**src/rtl/crc32.sv**
```systemverilog
// ---------------------------------------------------------------------------
// crc32
//   Byte-serial Ethernet CRC-32 engine (IEEE 802.3, reflected form).
//   One data byte is absorbed per clock while the qualifier is high.
//   TX side: after the covered bytes, send ~crc least-significant byte first
//   as the FCS.
//   RX side: feed the covered bytes plus the received FCS. The register then
//   lands on the fixed residue when the frame is intact.
//
// Ports
//   clk  in   1   system clock, rising-edge active
//   rst  in   1   asynchronous active-high reset, loads INIT
//   dat  in   8   data byte, bit 0 is first on the wire
//   val  in   1   byte qualifier, dat absorbed only when high
//   ok   out  1   high while the register equals RESIDUE
//   crc  out  32  raw (non-inverted) CRC register
// ---------------------------------------------------------------------------
module crc32 #(
  parameter logic [31:0] INIT      = 32'hFFFFFFFF,
  parameter logic [31:0] POLY_REFL = 32'hEDB88320,
  parameter logic [31:0] RESIDUE   = 32'hDEBB20E3
) (
  input  logic        clk,
  input  logic        rst,
  input  logic [7:0]  dat,
  input  logic        val,
  output logic        ok,
  output logic [31:0] crc
);

  logic [31:0] crc_q;
  logic [31:0] crc_d;
  logic [31:0] byteNext;

  // Eight serial LFSR steps unrolled into one XOR network. The reflected
  // form shifts right and consumes the byte LSB first, matching wire order.
  function automatic logic [31:0] byteUpdate(input logic [31:0] cIn,
                                             input logic [7:0]  b);
    logic [31:0] c;
    logic        fb;
    c = cIn;
    for (int i = 0; i < 8; i++) begin
      fb = c[0] ^ b[i];
      c  = (c >> 1) ^ (fb ? POLY_REFL : 32'h0);
    end
    return c;
  endfunction

  // Candidate register value if the current byte were absorbed.
  always_comb begin
    byteNext = byteUpdate(crc_q, dat);
  end

  // Next-state select. The register holds when val is low, so an undriven
  // or unknown dat during idle cycles never reaches the register.
  always_comb begin
    crc_d = crc_q;
    if (val) begin
      crc_d = byteNext;
    end
  end

  // The CRC register. Reset wins over a simultaneous valid byte, which is
  // therefore dropped; there is no automatic re-init between frames.
  always_ff @(posedge clk or posedge rst) begin
    if (rst) begin
      crc_q <= INIT;
    end else begin
      crc_q <= crc_d;
    end
  end

  // Outputs come straight from the register so a byte is visible one cycle
  // after it is sampled. ok is a level and stays high while idle.
  assign crc = crc_q;
  assign ok  = (crc_q == RESIDUE);

endmodule

```
**config.mk**
```make
export PLATFORM = sky130hd
export DESIGN_NAME = crc32
export DESIGN_NICKNAME = d
export VERILOG_FILES = /design/src/rtl/crc32.sv
export SDC_FILE = /design/constraint.sdc
export NUM_CORES = 1
export LEC_CHECK = 0
export BUFFER_PORTS_ARGS = -buffer_cell sky130_fd_sc_hd__buf_2
export CORE_AREA = 3 3 75 77
export CTS_CLUSTER_DIAMETER = 100
export DETAILED_ROUTE_END_ITERATION = 16
export DIE_AREA = 0 0 78 80
export GPL_ROUTABILITY_DRIVEN = 1
export PLACE_DENSITY = 0.66
export SYNTH_ARGS = -nofsm -noshare
export SYNTH_HDL_FRONTEND = slang
export SYNTH_SLANG_ARGS = --single-unit
```
**constraint.sdc**
```tcl
create_clock -name clk -period 3.3 [get_ports clk]
set_clock_uncertainty 0.15 [all_clocks]
set_input_delay 0.165 -clock clk [delete_from_list [all_inputs] [get_ports clk]]
set_output_delay 0.165 -clock clk [all_outputs]
set_load 0.01 [all_outputs]
```
# Word level (Yosys, flattened, before mapping)
# Cells that the tools add are included.
# word_totals
ff_bits	32
input_bits	11
output_inout_bits	33
elab_cells	26
# op_classes
n_eq_ne	1
muxes	8
n_bitwise	16
# op_table
cell	count
32-bit 2-to-1 mux	8
31-bit by 32-bit XOR with 32-bit output	8
32-bit equality test (second input constant)	1
1-bit XOR	8

# Longest topological paths before layout
# Gate-level depths: netlist of the first run.
# logic_depth
word_depth	24
depth_mapped	4
ltp_nobuf	4

# Least setup slack after synthesis of the first run
# No wires, ideal clock.
# synth_timing
path_type	register -> register
start	register crc_q[6] (netlist: crc[6])
end	register crc_q[25] (netlist: crc[25])
setup_time_ns	0.073
arrival_ns	1.892
t_required_ns	3.077
path_slack_ns	1.185
path_stages_with_launch	5
n_path_buf	0
period_less_slack_ns	2.115
cell_sequence	dfstp_2 -> xor2_4 -> xnor3_2 -> xnor3_1 -> a21oi_1
# synth_between
elab_chain_len	10
# synth_lines
item	line_no	rtl
start: declaration	31	logic [31:0] crc_q;
start signal: assignment	69	crc_q <= crc_d;
31-bit by 32-bit XOR with 32-bit output (6 in series)	44	c = (c >> 1) ^ (fb ? POLY_REFL : 32'h0);
1-bit XOR	43	fb = c[0] ^ b[i];
32-bit 2-to-1 mux	44	
31-bit by 32-bit XOR with 32-bit output (2 in series)	44	
# No other way between the ends.
# A chain may end at the register's enable or synchronous reset.

# Worst setup path in the final report of the first run
# Same ends and word-level chain as after synthesis.

==> results of run 1 <==
==> final timing paths <==
path | slack, ns | cells after the start | to | from
setup reg to reg | 1.08 | 4 | crc[25] | crc[6]
setup / recovery | 1.08 | 4 | crc[25] | crc[6]
hold / removal | 0.30 | 2 | crc[18] | val
min in group asynchronous | 0.51 | 2 | crc[4] | rst
max in group asynchronous | 2.19 | 3 | crc[26] | rst
hold reg to reg | 0.35 | 2 | crc[18] | crc[18]
==> cells by family (layout without fill, tap and decap cells) <==
kind of cell	Yosys count	count (layout)	share of synthesized area (%)
buf+inv	8	56	1.334
mux	25	25	12.51
flops	32	32	37.35
simple gates	19	19	4.836
compound gates	7	7	1.556
xor+xnor	64	64	42.41
==> cell type report <==
type / count / area (um2) / area share, %
Clock buffer: 7 / 96.34 / 3.605
Clock inverter: 1 / 30.03 / 1.124
Inverter: 4 / 15.01 / 0.5618
Multi-Input combinational cell: 115 / 1380 / 51.64
Sequential cell: 32 / 840.8 / 31.46
Tap cell: 70 / 87.58 / 3.277
Timing Repair Buffer: 44 / 222.7 / 8.333
==> synthesized netlist by cell type, types with 2 or more instances <==
| cell | n |
|---|---|
| sky130_fd_sc_hd__xnor2_4 | 4 |
| sky130_fd_sc_hd__xor2_1 | 9 |
| sky130_fd_sc_hd__xnor2_1 | 26 |
| sky130_fd_sc_hd__xor3_1 | 4 |
| sky130_fd_sc_hd__xnor3_2 | 2 |
| sky130_fd_sc_hd__nor2_1 | 7 |
| sky130_fd_sc_hd__nand4_1 | 2 |
| sky130_fd_sc_hd__xnor3_1 | 12 |
| sky130_fd_sc_hd__a21oi_1 | 7 |
| sky130_fd_sc_hd__mux2_2 | 21 |
| sky130_fd_sc_hd__mux2i_1 | 3 |
| sky130_fd_sc_hd__inv_1 | 4 |
| sky130_fd_sc_hd__xnor2_2 | 5 |
| sky130_fd_sc_hd__dfstp_2 | 32 |
| sky130_fd_sc_hd__clkbuf_1 | 4 |
| sky130_fd_sc_hd__nor4_1 | 4 |
==> per-layer routing <==
layer  wire length [um]  track usage, %  vias to the layer above
met1               2158           20.82                      670
met2               2509           28.85                       36
li1                   -               -                      624
met5                  0               0                        -
met4                 45           4.196                        0
met3                253           4.853                        5
==> per-stage QoR <==
| stage | hold slack, ns | instances |
|---|---|---|
| global route | 0.3297 | 273 |
| floorplan | 0.3378 | 155 |
| CTS | 0.2927 | 273 |
| finish | 0.2984 | 273 |
| global placement | 0.3436 | 265 |
| detailed placement | 0.3438 | 265 |
==> summary.txt, run 1 <==
status: finished, final reports clean
unrepaired setup endpoints after global routing: false
category of cells accounting for the largest share of critical-path delay: XOR/XNOR gates
async set or reset register ratio after synthesis: 100.0%
Tcrit/Tclk final: 67.42%
number of violations of the max-capacitance limit: 0
CTS tree: built
# DRC: 0
ordered list of cells on the worst path: xor2_4, xnor3_2, xnor3_1, a21oi_1
part of the Yosys area used for sequential elements: 37.35%
final setup fails: 0
Total Nets Final: 213
fill count: 469
kind of start point of the critical path: flop
Largest register FFs: 32
Netlist Area Pre-Place: 0.002251 mm2
largest net degree at the start of global routing: 40
fmax: 449.5 MHz
count of instances resized after the clock tree is built: 0
transition time of the tightest slew-check pin: 1.169 ns
count of state elements after synthesis: 32
number of buffers added by the clock tree synthesis step: 5
slowest stage cell, crit path: sky130_fd_sc_hd__dfstp_2
CP endpoint kind: flop
weighted congestion reported at the end of routability-driven placement: 0.8463
clk slew on worst S/H paths: 0.07 ns
Top FF cell, synth: sky130_fd_sc_hd__dfstp_2
number of antenna violations at the first check in global routing: 0
overall die area: 0.006240 mm2
global-route wire length before repair: 7.755 mm
Routed Antenna Nets: 0
Rows: 26
type of the worst min-delay path: in2reg
area after detailed placement: 0.002546 mm2
Routed WL: 4.967 mm
input/output buffers: 43
post-detailed-route wirelength per cell: 18.19 um
total non-filler cell area in the finished layout: 0.002673 mm2
post-synth net total: 166
Post CTS Setup Buffer Count: 0
total number of H-tree levels: 2
gate count after technology mapping: 155
clock insertion delay at the later pin of the skew report: 0.29 ns
Die Height: 80 um
sum of overflow across all layers after global routing: 0
synthesized area per cell: 14.52 um2
first-pass iteration count of the detailed router: 4
clock root buffer: sky130_fd_sc_hd__clkbuf_8
post-DR vias/cell: 4.890
WP buf/inv: 0
width of the chip: 78 um
crit-path max FO: 7
summed negative setup slack over all endpoints: 0 ns
GRT Resource Usage Total: 16.79%
fin. max-slew vios: 0
Placeable Area: 0.005075 mm2
final-report hold violation count: 0
Post-Place Setup Slack: 1.091 ns
relative max-transition margin: 21.99%
Final Util: 52.66%
count of distinct cell types in the synthesized netlist: 25
Initial DRC Count: 50
top cell type by total area after synthesis: sky130_fd_sc_hd__dfstp_2
layout cells sized above 1: 58.62%
Post-CTS Hold Fix Bufs: 0
top cell type's share of synthesized area: 37.35%
Antenna Diode Count: 0
area overhead of the layout relative to synthesis: 18.73%
HPWL reported at the end of detailed placement: 3.725 mm
Largest stage delay, worst path: 0.61 ns
critical setup path kind: reg2reg
total number of vias: 1335
Data required, critical path: 3.37 ns
Syn. warnings: 0
vias in the first global route: 1434
number of flops mapped to enable cells by yosys: 0
I/O pin cnt: 44
Initial Utilization: 44.35%
clock net sink count: 32
commonest non-fill, non-tap cells in the layout: sky130_fd_sc_hd__buf_2 (43), sky130_fd_sc_hd__dfstp_2 (32), sky130_fd_sc_hd__xnor2_1 (26)
CP Data Arrival Time: 2.30 ns
buffer levels on the longest clock path: 2
final critical-path required period: 2.225 ns
most frequent standard cell in the layout excluding fill and tap cells: sky130_fd_sc_hd__buf_2
cell types with the largest area share after synthesis: sky130_fd_sc_hd__dfstp_2 (37%), sky130_fd_sc_hd__xnor3_1 (12%), sky130_fd_sc_hd__mux2_2 (11%)
least setup slack across all paths after layout: 1.075 ns
Power of run 1 is left out: the tool's default activity adds up to more than one toggle a clock period on the data nets, which glitch-free logic cannot reach.
==> run 2, diff against run 1 <==
==> constraint.sdc (replaced) <==
create_clock -name clk -period 2.1 [get_ports clk]
set_clock_uncertainty 0.15 [all_clocks]
set_input_delay 0.105 -clock clk [delete_from_list [all_inputs] [get_ports clk]]
set_output_delay 0.105 -clock clk [all_outputs]
set_load 0.01 [all_outputs]
==> run 2 against run 1 <==
Compared with the run above: global-route usage rose by 0.72 points; largest cell class unchanged; register-to-register slack got worse by 1.0 ns; worst setup slack lost 1.0 ns; via count rose by 4.9%; non-clock buffer count grew 15; first-iteration DRC count shrank 36%; maximum frequency increased by 8.1%; cell count is 5.1% higher.
==> summary.txt, run 2 (synthesis gave the netlist of run 1 again) <==
Routed WL: 5.085 mm
width of the chip: 78 um
CP Data Arrival Time: 2.12 ns
final-report hold violation count: 0
Largest register FFs: 32
Post-CTS Hold Fix Bufs: 0
buffer levels on the longest clock path: 2
global routing usage on met2: 28.08%
total number of H-tree levels: 2
R2R Setup Slk: 0.04 ns
Data required, critical path: 2.16 ns
fmax: 486.1 MHz
# DRC: 0
Die Height: 80 um
fill count: 441
status: finished, final reports clean
input/output buffers: 43
most frequent standard cell in the layout excluding fill and tap cells: sky130_fd_sc_hd__buf_2
launch instance of the worst register-to-register path: crc[4]
GR Layer Usage met1: 23.30%
critical setup path kind: reg2reg
Crit Reg-Reg Endpoint: crc[17]
cells on worst reg2reg path: 4
layout cells sized above 1: 62.21%
vias in the first global route: 1489
total number of vias: 1400
type of the worst min-delay path: in2async
fin. max-slew vios: 0
overall die area: 0.006240 mm2
global-route wire length before repair: 8.114 mm
Initial DRC Count: 32
CTS tree: built
clock root buffer: sky130_fd_sc_hd__clkbuf_8
area after detailed placement: 0.002621 mm2
first-pass iteration count of the detailed router: 4
kind of start point of the critical path: flop
transition time of the tightest slew-check pin: 0.7136 ns
area overhead of the layout relative to synthesis: 24.57%
HPWL reported at the end of detailed placement: 3.801 mm
total non-filler cell area in the finished layout: 0.002804 mm2
number of antenna violations at the first check in global routing: 0
weighted congestion reported at the end of routability-driven placement: 0.8238
GRT Resource Usage Total: 17.51%
sum of overflow across all layers after global routing: 0
Final Util: 55.25%
largest net degree at the start of global routing: 33
commonest non-fill, non-tap cells in the layout: sky130_fd_sc_hd__buf_2 (43), sky130_fd_sc_hd__dfstp_2 (32), sky130_fd_sc_hd__xnor2_1 (25)
I/O pin cnt: 44
CP endpoint kind: flop
Initial Utilization: 44.35%
clock insertion delay at the later pin of the skew report: 0.28 ns
number of buffers added by the clock tree synthesis step: 5
global routing met3 resource utilization: 4.853%
post-DR vias/cell: 4.878
final critical-path required period: 2.057 ns
Rows: 26
crit-path max FO: 7
busiest grt layer: met2
post-detailed-route wirelength per cell: 17.72 um
Tcrit/Tclk final: 97.97%
Total Nets Final: 228
clock net sink count: 32
Crit. Startpoint: crc[4]
final setup fails: 0
clk slew on worst S/H paths: 0.07 ns
Placeable Area: 0.005075 mm2
Antenna Diode Count: 0
number of violations of the max-capacitance limit: 0
Routed Antenna Nets: 0
unrepaired setup endpoints after global routing: true
relative max-transition margin: 52.43%
run 2: what timing repair did:
item | CTS | global route
pin swaps | 2 | 4
setup buffers | 1 | 4
gates cloned | 0 | 0
endpoints found under the setup margin | 8 | 9
resized for setup | 2 | 4
run 2: area by class of cell:
class / count / area [um2] / share of cell area [%]
clock buffer: 6 / 72.57 / 2.588
sequential: 32 / 840.8 / 29.99
inverter: 4 / 15.01 / 0.5355
clock inverter: 1 / 5.005 / 0.1785
tap: 70 / 87.58 / 3.124
multi-input combinational: 115 / 1435 / 51.18
timing repair buffer: 59 / 347.8 / 12.41
run 2: worst max-delay path by stage:
stage,slack (ns),end
2_1_floorplan,0.09,crc[26]
3_3_place_gp,-0.003,crc[18]
3_5_place_dp,-0.02,crc[20]
4_1_cts,0.01,crc[17]
5_1_grt,-0.04,ok
6_report,0.04,crc[17]
run 2: critical path, cell delays in order (launching register included):
cell and delay, ns:
sky130_fd_sc_hd__dfstp_2 0.59, sky130_fd_sc_hd__xnor2_2 0.18, sky130_fd_sc_hd__xnor2_4 0.40, sky130_fd_sc_hd__xnor3_1 0.39, sky130_fd_sc_hd__mux2_2 0.27
run 2: metal layers:
| metal | routed length [um] | share of wire [%] | vias to the layer above |
|---|---|---|---|
| li1 | - | - | 656 |
| met1 | 2306 | 45 | 703 |
| met2 | 2477 | 49 | 32 |
| met3 | 220 | 4.3 | 9 |
| met4 | 80 | 1.6 | 0 |
| met5 | 0 | 0 | - |
run 2: stage by stage:
step / cells / hold slack [ns] / setup TNS, ns / setup slack, ns
finish: 287 / 0.04000 / 0 / 0.04272
global route: 287 / 0.1108 / -0.04077 / -0.04077
CTS: 283 / 0.05425 / 0 / 0.01013
detailed placement: 275 / 0.3415 / -0.04867 / -0.02038
global placement: 275 / 0.3303 / -0.005754 / -0.003430
floorplan: 155 / 0.3208 / 0 / 0.09459
Power of run 2 is left out for the same reason.
